File: config.mk
export PLATFORM = sky130hd
export DESIGN_NAME = spi_txn_arbiter_flat
export DESIGN_NICKNAME = d
export VERILOG_FILES = /design/src/rtl/spi_txn_arbiter_pkg.sv /design/src/rtl/spi_txn_arbiter_if.sv /design/src/rtl/spi_txn_arbiter_rr_picker.sv /design/src/rtl/spi_txn_arbiter.sv /design/src/flat_wrapper.sv
export SDC_FILE = /design/constraint.sdc
export NUM_CORES = 1
export LEC_CHECK = 0
export CELL_PAD_IN_SITES_DETAIL_PLACEMENT = 0
export CELL_PAD_IN_SITES_GLOBAL_PLACEMENT = 1
export CORE_MARGIN = 2
export CORE_UTILIZATION = 37
export DETAILED_ROUTE_END_ITERATION = 16
export GPL_TIMING_DRIVEN = 0
export PLACE_DENSITY = 0.85
export SYNTH_ARGS = -nofsm -noshare
export SYNTH_HDL_FRONTEND = slang
export SYNTH_SLANG_ARGS = --single-unit
File: constraint.sdc
create_clock -name clk -period 6.8 [get_ports clk]
set_clock_uncertainty 0.2 [all_clocks]
set_input_delay 0.68 -clock clk [delete_from_list [all_inputs] [get_ports clk]]
set_output_delay 0.68 -clock clk [all_outputs]
set_load 0.005 [all_outputs]
File: src/rtl/spi_txn_arbiter_pkg.sv
// Shared types and constants for the SPI transaction arbiter.
package spi_arb_pkg;

  typedef enum logic [1:0] {
    IDLE      = 2'd0,
    ISSUE     = 2'd1,
    WAIT_DONE = 2'd2,
    RESP      = 2'd3
  } arb_state_e;

  localparam int         SPI_SLAVES = 4;
  localparam int         SEL_W      = $clog2(SPI_SLAVES);
  localparam logic [7:0] ABORT_DATA = 8'hFF;

  // Next requester index after idx, wrapping back to 0 at modulus.
  function automatic int wrap_inc(input int idx, input int modulus);
    if (idx + 1 >= modulus) begin
      return 0;
    end else begin
      return idx + 1;
    end
  endfunction

endpackage

File: src/rtl/spi_txn_arbiter_if.sv
// Requester-side and SPI-host-side signals of the transaction arbiter.
interface spi_txn_arbiter_if #(
  parameter int NUM_REQ = 4
);
  import spi_arb_pkg::*;

  logic [NUM_REQ-1:0]       req_valid;
  logic [NUM_REQ*8-1:0]     req_data;
  logic [NUM_REQ*SEL_W-1:0] req_slave;
  logic [NUM_REQ-1:0]       req_ready;
  logic [NUM_REQ-1:0]       rsp_valid;
  logic [7:0]               rsp_data;
  logic                     spi_start;
  logic [7:0]               spi_tx_data;
  logic [SEL_W-1:0]         spi_slave_sel;
  logic                     spi_ready;
  logic [7:0]               spi_rx_data;
  logic                     busy;
  logic                     timeout_err;

  // The arbiter side: it grants requesters and masters the SPI host.
  modport master (
    input  req_valid, req_data, req_slave, spi_ready, spi_rx_data,
    output req_ready, rsp_valid, rsp_data, spi_start, spi_tx_data,
           spi_slave_sel, busy, timeout_err
  );

  // The environment side: requesters plus the SPI host.
  modport slave (
    output req_valid, req_data, req_slave, spi_ready, spi_rx_data,
    input  req_ready, rsp_valid, rsp_data, spi_start, spi_tx_data,
           spi_slave_sel, busy, timeout_err
  );

endinterface

File: src/rtl/spi_txn_arbiter_rr_picker.sv
// Combinational round-robin picker: first set request at or after ptr, wrapping.
module spi_rr_picker
  import spi_arb_pkg::*;
#(
  parameter int NUM_REQ = 4,
  localparam int PTR_W = $clog2(NUM_REQ)
) (
  input  logic [NUM_REQ-1:0] req,
  input  logic [PTR_W-1:0]   ptr,
  output logic [NUM_REQ-1:0] grant,
  output logic [PTR_W-1:0]   idx,
  output logic               any
);

  logic [PTR_W-1:0] cur_s;

  // Walk the requesters starting at ptr and keep the first one asserted.
  always_comb begin
    grant = {NUM_REQ{1'b0}};
    idx   = {PTR_W{1'b0}};
    any   = 1'b0;
    cur_s = ptr;
    for (int i = 0; i < NUM_REQ; i++) begin
      if (!any && req[cur_s]) begin
        any          = 1'b1;
        idx          = cur_s;
        grant[cur_s] = 1'b1;
      end else begin
        any = any;
      end
      cur_s = PTR_W'(wrap_inc(int'(cur_s), NUM_REQ));
    end
  end

endmodule

File: src/rtl/spi_txn_arbiter.sv
// Round-robin sharing of one SPI host among NUM_REQ requesters, one byte in flight.
// Optional abort timer enabled by defining SPI_ARB_TIMEOUT_EN.
module spi_txn_arbiter
  import spi_arb_pkg::*;
#(
  parameter int NUM_REQ        = 4,
  parameter int TIMEOUT_CYCLES = 1023
) (
  input  logic               clk,
  input  logic               rst,
  spi_txn_arbiter_if.master  bus
);

  localparam int PTR_W = $clog2(NUM_REQ);

  if (NUM_REQ < 2 || NUM_REQ > 8 || TIMEOUT_CYCLES < 2) begin : g_param_check
    $error("spi_txn_arbiter: NUM_REQ must be 2..8 and TIMEOUT_CYCLES at least 2");
  end

  arb_state_e         state_r, state_nxt_s;
  logic [PTR_W-1:0]   ptr_r, ptr_nxt_s;
  logic [PTR_W-1:0]   winner_r, winner_nxt_s;
  logic [PTR_W-1:0]   pick_idx_s;
  logic [NUM_REQ-1:0] pick_grant_s;
  logic               pick_any_s;
  logic [NUM_REQ-1:0] req_ready_r, req_ready_nxt_s;
  logic [NUM_REQ-1:0] rsp_valid_r, rsp_valid_nxt_s;
  logic [7:0]         rsp_data_r, rsp_data_nxt_s;
  logic [7:0]         tx_data_r, tx_data_nxt_s;
  logic [SEL_W-1:0]   slave_sel_r, slave_sel_nxt_s;
  logic               spi_start_r, spi_start_nxt_s;
  logic               busy_r, busy_nxt_s;
  logic               timeout_err_r, timeout_err_nxt_s;
  logic               timeout_hit_s;

  spi_rr_picker #(.NUM_REQ(NUM_REQ)) u_picker (
    .req   (bus.req_valid),
    .ptr   (ptr_r),
    .grant (pick_grant_s),
    .idx   (pick_idx_s),
    .any   (pick_any_s)
  );

`ifdef SPI_ARB_TIMEOUT_EN
  localparam int TO_W = $clog2(TIMEOUT_CYCLES + 1);
  logic [TO_W-1:0] to_cnt_r;

  // Cycles spent in ISSUE/WAIT_DONE; zero whenever idle so each grant starts fresh.
  always_ff @(posedge clk or posedge rst) begin
    if (rst) begin
      to_cnt_r <= {TO_W{1'b0}};
    end else if (state_r == IDLE) begin
      to_cnt_r <= {TO_W{1'b0}};
    end else if (state_r == ISSUE || state_r == WAIT_DONE) begin
      to_cnt_r <= to_cnt_r + TO_W'(1);
    end else begin
      to_cnt_r <= to_cnt_r;
    end
  end

  assign timeout_hit_s = (to_cnt_r == TO_W'(TIMEOUT_CYCLES - 1));
`else
  assign timeout_hit_s = 1'b0;
`endif

  // Next state and next values of every registered output.
  always_comb begin
    state_nxt_s       = state_r;
    ptr_nxt_s         = ptr_r;
    winner_nxt_s      = winner_r;
    req_ready_nxt_s   = {NUM_REQ{1'b0}};
    rsp_valid_nxt_s   = {NUM_REQ{1'b0}};
    rsp_data_nxt_s    = rsp_data_r;
    tx_data_nxt_s     = tx_data_r;
    slave_sel_nxt_s   = slave_sel_r;
    spi_start_nxt_s   = spi_start_r;
    timeout_err_nxt_s = 1'b0;
    case (state_r)
      IDLE: begin
        if (bus.spi_ready && pick_any_s) begin
          winner_nxt_s    = pick_idx_s;
          tx_data_nxt_s   = bus.req_data[int'(pick_idx_s) * 8 +: 8];
          slave_sel_nxt_s = bus.req_slave[int'(pick_idx_s) * SEL_W +: SEL_W];
          req_ready_nxt_s = pick_grant_s;
          spi_start_nxt_s = 1'b1;
          state_nxt_s     = ISSUE;
        end else begin
          spi_start_nxt_s = 1'b0;
        end
      end
      ISSUE, WAIT_DONE: begin
        if (timeout_hit_s) begin
          // Abort: answer the requester with the abort byte and free the host.
          spi_start_nxt_s   = 1'b0;
          rsp_data_nxt_s    = ABORT_DATA;
          rsp_valid_nxt_s   = {{(NUM_REQ - 1){1'b0}}, 1'b1} << winner_r;
          timeout_err_nxt_s = 1'b1;
          ptr_nxt_s         = PTR_W'(wrap_inc(int'(winner_r), NUM_REQ));
          state_nxt_s       = IDLE;
        end else if (state_r == ISSUE) begin
          if (!bus.spi_ready) begin
            spi_start_nxt_s = 1'b0;
            state_nxt_s     = WAIT_DONE;
          end else begin
            spi_start_nxt_s = 1'b1;
          end
        end else if (bus.spi_ready) begin
          state_nxt_s = RESP;
        end else begin
          state_nxt_s = WAIT_DONE;
        end
      end
      RESP: begin
        rsp_data_nxt_s  = bus.spi_rx_data;
        rsp_valid_nxt_s = {{(NUM_REQ - 1){1'b0}}, 1'b1} << winner_r;
        ptr_nxt_s       = PTR_W'(wrap_inc(int'(winner_r), NUM_REQ));
        state_nxt_s     = IDLE;
      end
      default: begin
        spi_start_nxt_s = 1'b0;
        state_nxt_s     = IDLE;
      end
    endcase
    busy_nxt_s = (state_nxt_s != IDLE);
  end

  // State and output registers.
  always_ff @(posedge clk or posedge rst) begin
    if (rst) begin
      state_r       <= IDLE;
      ptr_r         <= {PTR_W{1'b0}};
      winner_r      <= {PTR_W{1'b0}};
      req_ready_r   <= {NUM_REQ{1'b0}};
      rsp_valid_r   <= {NUM_REQ{1'b0}};
      rsp_data_r    <= 8'h00;
      tx_data_r     <= 8'h00;
      slave_sel_r   <= {SEL_W{1'b0}};
      spi_start_r   <= 1'b0;
      busy_r        <= 1'b0;
      timeout_err_r <= 1'b0;
    end else begin
      state_r       <= state_nxt_s;
      ptr_r         <= ptr_nxt_s;
      winner_r      <= winner_nxt_s;
      req_ready_r   <= req_ready_nxt_s;
      rsp_valid_r   <= rsp_valid_nxt_s;
      rsp_data_r    <= rsp_data_nxt_s;
      tx_data_r     <= tx_data_nxt_s;
      slave_sel_r   <= slave_sel_nxt_s;
      spi_start_r   <= spi_start_nxt_s;
      busy_r        <= busy_nxt_s;
      timeout_err_r <= timeout_err_nxt_s;
    end
  end

  assign bus.req_ready     = req_ready_r;
  assign bus.rsp_valid     = rsp_valid_r;
  assign bus.rsp_data      = rsp_data_r;
  assign bus.spi_start     = spi_start_r;
  assign bus.spi_tx_data   = tx_data_r;
  assign bus.spi_slave_sel = slave_sel_r;
  assign bus.busy          = busy_r;
  assign bus.timeout_err   = timeout_err_r;

endmodule

File: src/flat_wrapper.sv
// flat-port wrapper written by rule: the top's interface ports become plain ports
module spi_txn_arbiter_flat import spi_arb_pkg::*;
#(
  parameter int NUM_REQ        = 4,
  parameter int TIMEOUT_CYCLES = 1023
)
  (clk, rst, bus_req_valid, bus_req_data, bus_req_slave, bus_spi_ready, bus_spi_rx_data, bus_req_ready, bus_rsp_valid, bus_rsp_data, bus_spi_start, bus_spi_tx_data, bus_spi_slave_sel, bus_busy, bus_timeout_err);
  spi_txn_arbiter_if #(.NUM_REQ(NUM_REQ)) bus_i ();
  input  logic clk;
  input  logic rst;
  input wire logic [$bits(bus_i.req_valid)-1:0] bus_req_valid;
  input wire logic [$bits(bus_i.req_data)-1:0] bus_req_data;
  input wire logic [$bits(bus_i.req_slave)-1:0] bus_req_slave;
  input wire logic [$bits(bus_i.spi_ready)-1:0] bus_spi_ready;
  input wire logic [$bits(bus_i.spi_rx_data)-1:0] bus_spi_rx_data;
  output wire logic [$bits(bus_i.req_ready)-1:0] bus_req_ready;
  output wire logic [$bits(bus_i.rsp_valid)-1:0] bus_rsp_valid;
  output wire logic [$bits(bus_i.rsp_data)-1:0] bus_rsp_data;
  output wire logic [$bits(bus_i.spi_start)-1:0] bus_spi_start;
  output wire logic [$bits(bus_i.spi_tx_data)-1:0] bus_spi_tx_data;
  output wire logic [$bits(bus_i.spi_slave_sel)-1:0] bus_spi_slave_sel;
  output wire logic [$bits(bus_i.busy)-1:0] bus_busy;
  output wire logic [$bits(bus_i.timeout_err)-1:0] bus_timeout_err;
  assign bus_i.req_valid = bus_req_valid;
  assign bus_i.req_data = bus_req_data;
  assign bus_i.req_slave = bus_req_slave;
  assign bus_i.spi_ready = bus_spi_ready;
  assign bus_i.spi_rx_data = bus_spi_rx_data;
  assign bus_req_ready = bus_i.req_ready;
  assign bus_rsp_valid = bus_i.rsp_valid;
  assign bus_rsp_data = bus_i.rsp_data;
  assign bus_spi_start = bus_i.spi_start;
  assign bus_spi_tx_data = bus_i.spi_tx_data;
  assign bus_spi_slave_sel = bus_i.spi_slave_sel;
  assign bus_busy = bus_i.busy;
  assign bus_timeout_err = bus_i.timeout_err;
  spi_txn_arbiter #(.NUM_REQ(NUM_REQ), .TIMEOUT_CYCLES(TIMEOUT_CYCLES)) u_core (.clk(clk), .rst(rst), .bus(bus_i));
endmodule
# After elaboration in Yosys (flattened, before gate mapping)
# Cells that the tools add are included.
# classes
addsub	4
multipliers	0
n_div	0
order_cmp	12
eq_ne	4
n_shift	3
mux	44
bitwise_logic	3
reduce_logical	17
# ops
cell	count
32-bit by 6-bit variable part select with 8-bit output	1
4-bit two-way mux	7
2-bit two-way mux	11
1-bit two-way mux	16
2-bit by 1-bit adder with 3-bit output, second input constant	4
3-bit greater-or-equal comparator, second input constant	4
2-bit by 3-bit < comparator with 1-bit output, second input constant	4
4-bit OR	3
1-bit binary-select mux with 2-bit select	4
1-bit demux with 2-bit select	4
2-bit by 1-bit greater-or-equal comparator with 1-bit output, second input constant	4
1-bit logical AND	8
8-bit by 4-bit variable part select with 2-bit output	1
2-bit case mux with 3 select lines	1
2-bit equality test, second input constant	2
2-bit AND reduction	2
2-bit nonzero test	2
1-bit by 2-bit << shifter with 4-bit output, first input constant	1
1-bit zero test	3
2-bit by 1-bit equality test with 1-bit output, second input constant	1
2-bit zero test	1
2-bit by 1-bit inequality test with 1-bit output, second input constant	1
1-bit case mux with 2 select lines	1
2-bit OR reduction	1
# word_totals
regBits	34
latch_bits	0
ramBits	0
romBits	0
out_inout_bits	29
elab_cells	97
memories	0

# Depth between registers and ports, before layout
# Gate-level depths: netlist of the first run.
# depth
word_depth	17
mapped_depth	14

# By module
# Synthesis of the first run repeated with hierarchy kept, for this count alone.
# hier_totals
hier_cells	208
area_unflattened_um2	2312.2
# by_module_without_submodules
mod	instances	cells_per_inst	area_per_inst_um2
spi_txn_arbiter	1	140	1741.7
spi_rr_picker	1	68	570.5

# Least setup slack after synthesis of the first run
# Ideal clock, no wire load.
# synth_timing
kind	register to register
from	register u_core.ptr_r[0]
to	register u_core.slave_sel_r[0], in the netlist u_core.bus.spi_slave_sel[0]
setup_ns	0.126
arrival_ns	3.095
setup_slack_ns	3.379
path_stages_with_launch	14
n_path_buf	4
synth_period_minus_slack_ns	3.421
cell_sequence	dfrtp_1 -> buf_4 -> buf_6 -> inv_1 -> ha_1 -> buf_4 -> and4b_1 -> a31o_1 -> or3_1 -> o21a_2 -> nor2_2 -> buf_6 -> mux2_4 -> a221o_1
# synth_via
elab_chain_cells	15
# synth_lines
element	line	source
start, declared	spi_txn_arbiter.sv:21	logic [PTR_W-1:0] ptr_r, ptr_nxt_s;
start signal, assigned	spi_txn_arbiter.sv:131	ptr_r <= {PTR_W{1'b0}};
start signal, assigned	spi_txn_arbiter.sv:143	ptr_r <= ptr_nxt_s;
branches (longest 15 deep; another with 2-bit by 1-bit adder with 3-bit output)	-	
end signal, assigned	spi_txn_arbiter.sv:137	slave_sel_r <= {SEL_W{1'b0}};
end signal, assigned	spi_txn_arbiter.sv:149	slave_sel_r <= slave_sel_nxt_s;
end, declared	spi_txn_arbiter.sv:30	logic [SEL_W-1:0] slave_sel_r, slave_sel_nxt_s;
# Parallel ways; which one is timed is not known. The select of a mux whose other input is x is not followed.
# A chain may end at the register's enable or synchronous reset.

# Final worst setup path of the first run
# layout_timing
from	register u_core.ptr_r[0]
to	register u_core.tx_data_r[0], in the netlist u_core.bus.spi_tx_data[0]
# layout_via
elab_chain_cells	15
# layout_lines
element	line	source
branches (longest 15 deep; another with 2-bit by 1-bit adder with 3-bit output)	-	
end signal, assigned	spi_txn_arbiter.sv:148	tx_data_r <= tx_data_nxt_s;
end, declared	spi_txn_arbiter.sv:29	logic [7:0] tx_data_r, tx_data_nxt_s;
# Parallel ways; which one is timed is not known. The select of a mux whose other input is x is not followed.

==> results of run 1 <==
==> flip-flops by register name (all words and copies together), names as in the netlist, 2 cells and up <==
signal and flops:
u_core.ptr_r 2, u_core.state_r 2, u_core.bus.spi_slave_sel 2, u_core.bus.spi_tx_data 8, u_core.winner_r 2, u_core.bus.rsp_data 8
u_core.bus.req_ready 4, u_core.bus.rsp_valid 4
==> report_power, final <==
part           leakage [nW]  switching (mW)  internal, mW
Clock                0.0714          0.0739         0.156
Combinational         0.953           0.450         0.504
Sequential            0.427          0.0552         0.288
==> logic make-up (layout without fill, tap and decap cells) <==
kind of cell | Yosys count | in the layout | synth area share
compound gates | 75 | 75 | 0.230
simple gates | 50 | 50 | 0.130
xor+xnor | 1 | 1 | 0.00365
other cells | 1 | 1 | 0.00156
buf+inv | 28 | 116 | 0.0631
fa+ha+maj | 15 | 15 | 0.0782
flops | 34 | 34 | 0.354
mux | 26 | 26 | 0.140
==> final timing paths <==
kind / start / to / slack [ps] / cells after the start
min reg2reg: u_core.bus.rsp_data[3] / u_core.bus.rsp_data[3] / 310 / 1
max: u_core.ptr_r[0] / u_core.bus.spi_tx_data[0] / 3080 / 13
min in group asynchronous: rst / u_core.bus.rsp_data[2] / 630 / 2
min: u_core.bus.rsp_data[3] / u_core.bus.rsp_data[3] / 310 / 1
max in group asynchronous: rst / u_core.bus.req_ready[2] / 5310 / 2
max reg2reg: u_core.ptr_r[0] / u_core.bus.spi_tx_data[0] / 3080 / 13
==> worst reg2reg max path, stage by stage (launching register included) <==
cell	delay [ps]
sky130_fd_sc_hd__dfrtp_1	440
sky130_fd_sc_hd__buf_4	220
sky130_fd_sc_hd__buf_6	160
sky130_fd_sc_hd__inv_1	120
sky130_fd_sc_hd__ha_1	310
sky130_fd_sc_hd__buf_4	170
sky130_fd_sc_hd__and4b_1	200
sky130_fd_sc_hd__a31o_1	200
sky130_fd_sc_hd__or3_1	400
sky130_fd_sc_hd__o21a_2	220
sky130_fd_sc_hd__nor2_2	150
sky130_fd_sc_hd__buf_6	200
sky130_fd_sc_hd__mux2_4	320
sky130_fd_sc_hd__a221o_1	310
==> routing by layer <==
metal | share of wire | vias up | global-route usage | routed length (um)
li1 | - | 1029 | - | -
met1 | 0.43 | 962 | 0.226 | 2450
met2 | 0.47 | 87 | 0.268 | 2660
met3 | 0.097 | 6 | 0.0678 | 556
met4 | 0.0087 | 0 | 0.0418 | 50
met5 | 0 | - | 0 | 0
==> placed cells by master, fill, tap and decap left out, types with 9 or more instances in the layout <==
| cell type | Yosys | layout |
|---|---|---|
| sky130_fd_sc_hd__ha_1 | 15 | 15 |
| sky130_fd_sc_hd__o21ai_0 | 15 | 15 |
| sky130_fd_sc_hd__nand3_1 | 10 | 10 |
| sky130_fd_sc_hd__clkdlybuf4s50_1 | 0 | 80 |
| sky130_fd_sc_hd__mux2_2 | 9 | 9 |
| sky130_fd_sc_hd__mux2_4 | 10 | 10 |
| sky130_fd_sc_hd__inv_1 | 11 | 10 |
| sky130_fd_sc_hd__a221o_1 | 10 | 10 |
| sky130_fd_sc_hd__a21oi_1 | 18 | 18 |
| sky130_fd_sc_hd__dfrtp_1 | 34 | 34 |
| sky130_fd_sc_hd__nand2_1 | 12 | 12 |
==> stage by stage <==
stage,power [mW],area (um2)
final,1.53,3440
after global routing,1.66,3440
after CTS,1.54,3440
after detailed placement,1.31,3300
after global placement,1.30,3300
after floorplan,1.00,2400
==> final cells by class <==
| class | count | area (um2) | share of cell area |
|---|---|---|---|
| Sequential cell | 34 | 851 | 0.247 |
| Tap cell | 77 | 96.3 | 0.0280 |
| Inverter | 11 | 41.3 | 0.0120 |
| Clock buffer | 6 | 82.6 | 0.0240 |
| Buffer | 17 | 110 | 0.0320 |
| Timing Repair Buffer | 80 | 801 | 0.233 |
| Multi-Input combinational cell | 168 | 1400 | 0.407 |
| Clock inverter | 2 | 60.1 | 0.0175 |
==> flow_summary.ini, run 1 <==
[timing]
layout_worst_path_cycle_share = 0.548
finalSetupViolCount = 0
totalNegativeSetupSlack_ps = 0
rsz0062_at_grt = no
fin_hold_ws_ps = 305
worstMarginPinSlew_ps = 690
max_slew_headroom = 0.537
drv_slew = 0
clock.fmax_ghz = 0.268
final_period_minus_worst_setup_slack_ps = 3720
layout_setup_ws_ps = 3080
final-hold-violation-count = 0

[yosys]
postSynthCellCount = 230
yosysSeqAreaShare = 0.354
synth.largest_area_cell = sky130_fd_sc_hd__dfrtp_1
synthesis.area_mm2 = 0.00240
number_of_distinct_standard_cells_referenced_by_the_synthesized_netlist = 57
synth_edf_count = 0
netlist_top_cells_count = 34 x sky130_fd_sc_hd__dfrtp_1, 18 x sky130_fd_sc_hd__a21oi_1, 15 x sky130_fd_sc_hd__ha_1, 15 x sky130_fd_sc_hd__o21ai_0, 12 x sky130_fd_sc_hd__nand2_1
synth.yosys.warnings = 0
post_synth_main_area_contributors = sky130_fd_sc_hd__dfrtp_1 35%, sky130_fd_sc_hd__ha_1 7.8%, sky130_fd_sc_hd__mux2_4 6.3%, sky130_fd_sc_hd__mux2_2 4.2%, sky130_fd_sc_hd__a221o_1 4.2%
synth_area_per_cell_um2 = 10.4
synthesis.nets = 300
number_of_synthesized_register_bits = 34
most_numerous_cell_in_the_yosys_netlist = sky130_fd_sc_hd__dfrtp_1
synth_ff_type = sky130_fd_sc_hd__dfrtp_1
share_of_async_settable_or_async_resettable_flops_after_synthesis = 1.00
post-synth-top-area-fraction = 0.354

[placement]
number_of_i_o_port_buffers = 80
dp_worst_setup_slack_ps = 3080
place_congestion = 0.830
placedCellCount = 387
dp_hpwl_um = 4400

[critical_path]
cp_top_family = buffers and inverters
path_cells = buf_4 -> buf_6 -> inv_1 -> ha_1 -> buf_4 -> and4b_1 -> a31o_1 -> or3_1 -> o21a_2 -> nor2_2 -> buf_6 -> mux2_4 -> a221o_1
slowest_stage = sky130_fd_sc_hd__dfrtp_1
cp-end-kind = flip-flop
critPathBufInv = 5
timing.setup.critical_path_class = reg2reg
cpPeakStageDelay_ps = 440
critPathLaunchType = flip-flop
critPathMaxFanout = 10
timing.critical_path.required_ps = 6770
worst_ep_arrival_time_ps = 3690

[grt]
antenna_found_initial = 0
first_pass_grt_wire_length_um = 10000
largest_net_degree_at_the_start_of_global_routing = 35
grt_pass1_vias = 2143
grt.overflow.total = 0
grt_util_all_layers = 0.172

[job]
max_cap_violations = 0

[clock_tree]
cts_buf_count = 5
cts_tree = built
clock_sinks = 34
clk_transition_reported_paths_ps = 70
post_cts_resize_count = 0
htree_num_levels = 2
ctsHoldBuffers = 0
cts_setup_buffers = 0
clockBufferDepth = 2
insertion_delay_ps = 290
cts-root-buf = sky130_fd_sc_hd__clkbuf_8

[pwr]
power.leakage_nw = 1.45
power-per-cell-area_mw_per_mm2 = 444
vdd_ir_drop_max_uv = 248

[die]
floorplan.die.width_um = 84.6
core.rowCount = 29
start_util = 0.380
design.core.area_mm2 = 0.00631
floorplan.die.height_um = 84.6
io-pin-count = 84
fp.dieArea_mm2 = 0.00715

[detailed_routing]
initialDrtViolationCount = 143
vias_per_cell = 5.28
drt-total-wl_um = 5720
detail_route.drc_violations = 0
drt_pass1_iterations = 4
routed-via-count = 2084
number_of_nets_with_antenna_violations_after_detailed_routing = 0
detail_route.wl_per_cell_um = 14.5

[worst_hold_path]
type_of_the_most_critical_hold_path = reg2reg

[layout]
drive_gt1_frac = 0.167
flow.area_growth_from_synthesis_pct = 43.3
diodes = 0
design.final.nets = 387
final-instance-count-excl-fill = 395
fin_util = 0.545
fillerInstances = 581

[status]
status = complete, no violations
No activity file was read; power rests on OpenSTA's default activity.
==> run 2, diff against run 1 <==
Settings changed: CORE_UTILIZATION 37 to 34, PLACE_DENSITY 0.85 to 0.79.
Clock period 6.8 ns to 3.9 ns, I/O delays scaled along.
==> run 2 against run 1 <==
Compared with the run above:
- combinational power grew 75%
- non-clock buffer count grew 1
- clock power grew 15%
- final cell count grew 5.1%
- worst hold slack lost 81 ps
- sequential power grew 73%
- sequential share of layout area is essentially flat
- fmax grew 1.8%
- clock-buffer cell count is the same
- first-iteration DRC count shrank 8.4%
- flip-flop and latch count is the same
- via count shrank 2.5%
- highest routed layer unchanged
==> flow_summary.ini, run 2 (synthesized netlist as in run 1, its figures left out) <==
[timing]
max_slew_headroom = 0.493
drv_slew = 0
layout_worst_path_cycle_share = 0.938
rsz0062_at_grt = no
layout_setup_ws_ps = 240
finalSetupViolCount = 0
clock.fmax_ghz = 0.273
worstMarginPinSlew_ps = 756
fin_hold_ws_ps = 224
totalNegativeSetupSlack_ps = 0
final-hold-violation-count = 0
final_period_minus_worst_setup_slack_ps = 3660

[critical_path]
timing.setup.critical_path_class = reg2reg
cp-startpoint = u_core.ptr_r[0]
timing.critical_path.required_ps = 3870
endpoint = u_core.bus.spi_tx_data[3]
r2r.worst_path.cells = 13
cp-end-kind = flip-flop
setup_slack_of_the_worst_register_to_register_path_ps = 240
critPathLaunchType = flip-flop
cpPeakStageDelay_ps = 420
critPathMaxFanout = 10
r2r_start = u_core.ptr_r[0]
path_cells = buf_4 -> buf_6 -> inv_1 -> ha_1 -> buf_4 -> and4b_1 -> a31o_1 -> or3_1 -> o21a_2 -> nor2_2 -> buf_6 -> mux2_4 -> a221o_1
slowest_stage = sky130_fd_sc_hd__dfrtp_1
worst_ep_arrival_time_ps = 3620
worstReg2RegEnd = u_core.bus.spi_tx_data[3]

[clock_tree]
cts_tree = built
clock_sinks = 34
post_cts_resize_count = 0
cts_setup_buffers = 0
clockBufferDepth = 2
clk_transition_reported_paths_ps = 70
cts-root-buf = sky130_fd_sc_hd__clkbuf_8
ctsHoldBuffers = 0
cts_buf_count = 5
insertion_delay_ps = 280
htree_num_levels = 2

[die]
start_util = 0.351
core.rowCount = 30
floorplan.die.height_um = 88.0
io-pin-count = 84
fp.dieArea_mm2 = 0.00775
floorplan.die.width_um = 88.0
design.core.area_mm2 = 0.00683

[pwr]
power.leakage_nw = 1.44
p_comb_frac = 0.661
totalPowerFinal_mw = 2.54
p_int_mw = 1.53
vdd_ir_drop_max_uv = 308
pwr-share-clk = 0.105
total_switching_power_mw = 1.01
power_switching_share = 0.398
seq_power_share = 0.235
power-per-cell-area_mw_per_mm2 = 736

[grt]
grt_pass1_vias = 1923
largest_net_degree_at_the_start_of_global_routing = 35
antenna_found_initial = 0
first_pass_grt_wire_length_um = 9060
grt_util_all_layers = 0.148
grt.overflow.total = 0

[detailed_routing]
detail_route.drc_violations = 0
route.layer.met1.wl_um = 2600
number_of_nets_with_antenna_violations_after_detailed_routing = 0
initialDrtViolationCount = 131
drt-total-wl_um = 5750
routed-via-count = 2032
routed-wl-met2_um = 2640
detail_route.wl_per_cell_um = 13.9
vias_per_cell = 4.90
met3_routed_length_um = 495
dr.max_layer_used = met4
drt_pass1_iterations = 4

[layout]
design.final.nets = 388
drive_gt1_frac = 0.166
fin_util = 0.504
diodes = 0
most_common_library_cell_in_the_layout_ignoring_fill_and_taps = sky130_fd_sc_hd__clkdlybuf4s50_1
commonest_cells_after_routing_fill_and_taps_aside = 80 x sky130_fd_sc_hd__clkdlybuf4s50_1, 34 x sky130_fd_sc_hd__dfrtp_1, 18 x sky130_fd_sc_hd__a21oi_1
flow.area_growth_from_synthesis_pct = 43.5

[placement]
dp_worst_setup_slack_ps = 210
dp_hpwl_um = 4390
place_congestion = 0.864
number_of_i_o_port_buffers = 80

[status]
status = complete, no violations

[job]
max_cap_violations = 0

[worst_hold_path]
type_of_the_most_critical_hold_path = in2async
-- run 2: power groups by stage --
stage	sequential (mW)	combinational (mW)	clock [mW]
global placement	0.598	1.67	0
finish	0.595	1.67	0.265
floorplan	0.601	1.15	0
detailed placement	0.602	1.68	0
global route	0.613	1.83	0.289
CTS	0.597	1.68	0.275
-- run 2: critical path, delay by kind of cell, from the launching register on --
family          cells  cell delay (ps)
compound gates      3              710
fa+ha+maj           1              310
buf+inv             5              840
flops               1              420
mux                 1              320
simple gates        3              720
-- run 2: area by class of cell --
class | instances | area (um2)
Inverter | 11 | 41.3
Clock inverter | 2 | 12.5
Buffer | 17 | 110
Sequential cell | 34 | 851
Timing Repair Buffer | 81 | 828
Multi-Input combinational cell | 168 | 1400
Fill cell | 643 | 3390
Tap cell | 96 | 120
Clock buffer | 6 | 82.6
-- run 2: per-layer routing --
| metal | track usage | vias up |
|---|---|---|
| met3 | 0.0622 | 2 |
| met4 | 0.0262 | 0 |
| li1 | - | 1030 |
| met5 | 0 | - |
| met1 | 0.187 | 927 |
| met2 | 0.242 | 73 |
-- run 2: stage by stage --
stage	instances	instance area, um2
after global routing	415	3440
after detailed placement	406	3320
after global placement	406	3320
after floorplan	230	2400
after CTS	414	3420
final	415	3440
-- run 2: how the worst min path moves through the flow --
| stage | start | to | slack [ps] | cells after the start |
|---|---|---|---|---|
| finish | rst | u_core.bus.rsp_data[5] | 220 | 2 |
| global placement | u_core.bus.rsp_data[6] | u_core.bus.rsp_data[6] | 290 | 1 |
| global route | rst | u_core.bus.rsp_data[5] | 250 | 2 |
| floorplan | u_core.bus.spi_slave_sel[0] | u_core.bus.spi_slave_sel[0] | 310 | 1 |
| CTS | u_core.bus.rsp_data[5] | u_core.bus.rsp_data[5] | 310 | 1 |
| detailed placement | u_core.bus.rsp_data[5] | u_core.bus.rsp_data[5] | 300 | 1 |
==> run 3, diff against run 2 <==
Settings changed: SYNTH_HIERARCHICAL set to 1.
==> run 3 against run 2 <==
Compared with the run above:
- die area decreased by 3.5%
- sequential share of layout area increased by 0.75 points
- critical path depth unchanged
- first-iteration DRC count decreased by 45%
- clock power increased by 46%
- wire length decreased by 6.6%
- combinational power about the same
- synthesized area decreased by 3.7%
- synthesized cell count decreased by 9.6%
- critical path type unchanged
==> flow_summary.ini, run 3 <==
[pwr]
p_comb_frac = 0.629
seq_power_share = 0.227
total_switching_power_mw = 1.03
vdd_ir_drop_max_uv = 330
power-per-cell-area_mw_per_mm2 = 797
pwr-share-clk = 0.144
p_int_mw = 1.64
power_switching_share = 0.384
power.leakage_nw = 1.48

[die]
floorplan.die.height_um = 86.5
io-pin-count = 84
fp.dieArea_mm2 = 0.00748
design.core.area_mm2 = 0.00668
floorplan.die.width_um = 86.5
start_util = 0.346
core.rowCount = 30

[worst_hold_path]
min-delay-start = bus_spi_ready
min_to = u_core/bus.spi_start
holdPathStages = 2
type_of_the_most_critical_hold_path = in2reg

[yosys]
synth_edf_count = 0
yosysSeqAreaShare = 0.368
share_of_async_settable_or_async_resettable_flops_after_synthesis = 1.00
number_of_distinct_standard_cells_referenced_by_the_synthesized_netlist = 47
synth_ff_type = sky130_fd_sc_hd__dfrtp_1
synthesis.nets = 280
synth_area_per_cell_um2 = 11.1
postSynthCellCount = 208
most_numerous_cell_in_the_yosys_netlist = sky130_fd_sc_hd__dfrtp_1
number_of_synthesized_register_bits = 34
synthesis.area_mm2 = 0.00231
synth.largest_area_cell = sky130_fd_sc_hd__dfrtp_1
netlist_top_cells_count = 34 x sky130_fd_sc_hd__dfrtp_1, 25 x sky130_fd_sc_hd__mux2i_1, 17 x sky130_fd_sc_hd__ha_1, 17 x sky130_fd_sc_hd__nand2_1, 10 x sky130_fd_sc_hd__mux2_2
post-synth-top-area-fraction = 0.368
synth.yosys.warnings = 6
post_synth_main_area_contributors = sky130_fd_sc_hd__dfrtp_1 37%, sky130_fd_sc_hd__mux2i_1 11%, sky130_fd_sc_hd__ha_1 9.2%, sky130_fd_sc_hd__o221ai_2 5.8%, sky130_fd_sc_hd__mux2_2 4.9%

[layout]
diodes = 0
multi_input_area_mm2 = 0.00132
ff_latch_area_um2 = 853
final-instance-count-excl-fill = 375
flow.area_growth_from_synthesis_pct = 45.0
drive_gt1_frac = 0.173
most_common_library_cell_in_the_layout_ignoring_fill_and_taps = sky130_fd_sc_hd__clkdlybuf4s50_1
fillerInstances = 631
design.final.nets = 366
commonest_cells_after_routing_fill_and_taps_aside = 79 x sky130_fd_sc_hd__clkdlybuf4s50_1, 32 x sky130_fd_sc_hd__dfrtp_1, 25 x sky130_fd_sc_hd__mux2i_1

[critical_path]
r2r_start = u_core/ptr_r[1]
path_cells = clkbuf_4 -> inv_1 -> ha_1 -> buf_2 -> or3_4 -> a221o_1 -> a21oi_4 -> nor2_1 -> o21ba_1 -> clkbuf_1 -> buf_4 -> mux2i_1 -> o221ai_2
worstReg2RegEnd = u_core/bus.spi_tx_data[4]
timing.setup.critical_path_class = reg2reg
slowest_stage = sky130_fd_sc_hd__dfrtp_2
timing.critical_path.required_ps = 3860
r2r.worst_path.cells = 13
critPathMaxFanout = 10
setup_slack_of_the_worst_register_to_register_path_ps = 210
cp-end-kind = flip-flop
cpPeakStageDelay_ps = 450
critPathLaunchType = flip-flop
worst_ep_arrival_time_ps = 3640

[clock_tree]
cts_setup_buffers = 0
clk_transition_reported_paths_ps = 70
cts_tree = built
htree_num_levels = 2
cts-root-buf = sky130_fd_sc_hd__clkbuf_8
clock_sinks = 34
clockBufferDepth = 2
insertion_delay_ps = 280
cts_buf_count = 5

[timing]
drv_slew = 0
worstMarginPinSlew_ps = 697
layout_worst_path_cycle_share = 0.945
totalNegativeSetupSlack_ps = 0
final_period_minus_worst_setup_slack_ps = 3690
rsz0062_at_grt = no
finalSetupViolCount = 0
fin_hold_ws_ps = 221
max_slew_headroom = 0.535
final-hold-violation-count = 0
clock.fmax_ghz = 0.271

[detailed_routing]
drt-total-wl_um = 5370
detail_route.drc_violations = 0
number_of_nets_with_antenna_violations_after_detailed_routing = 0
drt_pass1_iterations = 4
vias_per_cell = 5.00
initialDrtViolationCount = 72
routed-via-count = 1875
detail_route.wl_per_cell_um = 14.3

[job]
max_cap_violations = 0

[grt]
grt_util_all_layers = 0.141
first_pass_grt_wire_length_um = 8490
grt_pass1_vias = 1741
largest_net_degree_at_the_start_of_global_routing = 35
grt.overflow.total = 0
antenna_found_initial = 0

[placement]
placedCellCount = 367
place_congestion = 0.819
number_of_i_o_port_buffers = 79
dp_hpwl_um = 4080

[status]
status = complete, no violations
## run 3: per-layer routing
layer,part of all wire,GRT usage
met2,0.45,0.235
met3,0.066,0.0286
met4,0.013,0.0469
met1,0.47,0.183
met5,0,0
## run 3: through the flow
step	instance area, um2	setup WS (ps)	util	total power [mW]
after floorplan	2310	507	-	1.75
after global placement	3200	32.2	0.479	2.28
after detailed placement	3200	24.3	0.479	2.29
after CTS	3340	99.6	0.500	2.70
after global routing	3350	46.0	0.502	2.88
final	3350	215	0.502	2.67
## run 3: cell type report
type                            count  share of cell area
Multi-Input combinational cell    149               0.394
Sequential cell                    34               0.254
Clock inverter                      3              0.0205
Tap cell                           80              0.0299
Clock buffer                        5              0.0205
Buffer                             16              0.0343
Inverter                            9              0.0101
Timing Repair Buffer               79               0.236
## run 3: critical path, delay by kind of cell, from the launching register on
| kind | cells | cell delay [ps] |
|---|---|---|
| and+or+nand+nor | 2 | 410 |
| muxes | 1 | 290 |
| DFF | 1 | 450 |
| AOI/OAI and AO/OA | 4 | 970 |
| adders and majority gates | 1 | 250 |
| buffers and inverters | 5 | 960 |
## run 3: power groups by stage
stage / clock, mW / sequential, mW / combinational [mW]
after floorplan: 0 / 0.609 / 1.15
after global placement: 0 / 0.607 / 1.67
after detailed placement: 0 / 0.613 / 1.68
after CTS: 0.398 / 0.606 / 1.69
after global routing: 0.413 / 0.627 / 1.84
final: 0.386 / 0.606 / 1.68
## run 3: repair_timing
action,4_1_cts,5_1_grt
hold buffers,0,0
gates resized for setup,1,4
endpoints found under the setup margin,1,10
## run 3: cell families (layout without fill, tap and decap cells)
family,count (synthesis),after routing,synth area share
xor+xnor,1,1,0.00379
simple gates,50,50,0.120
other cells,1,1,0.00162
buf+inv,25,112,0.0622
compound gates,43,43,0.174
fa+ha+maj,17,17,0.0920
mux,37,37,0.178
flops,34,34,0.368
## run 3: how the worst max path moves through the flow
stage               startpoint                          end  slack, ps  depth (start not counted)
2_1_floorplan  u_core/ptr_r[1]  u_core/bus.spi_slave_sel[0]        510                         13
3_3_place_gp   u_core/ptr_r[0]    u_core/bus.spi_tx_data[4]         30                         13
3_5_place_dp   u_core/ptr_r[1]    u_core/bus.spi_tx_data[4]         20                         13
4_1_cts        u_core/ptr_r[1]    u_core/bus.spi_tx_data[4]        100                         13
5_1_grt        u_core/ptr_r[1]    u_core/bus.spi_tx_data[1]         50                         13
6_report       u_core/ptr_r[1]    u_core/bus.spi_tx_data[4]        210                         13
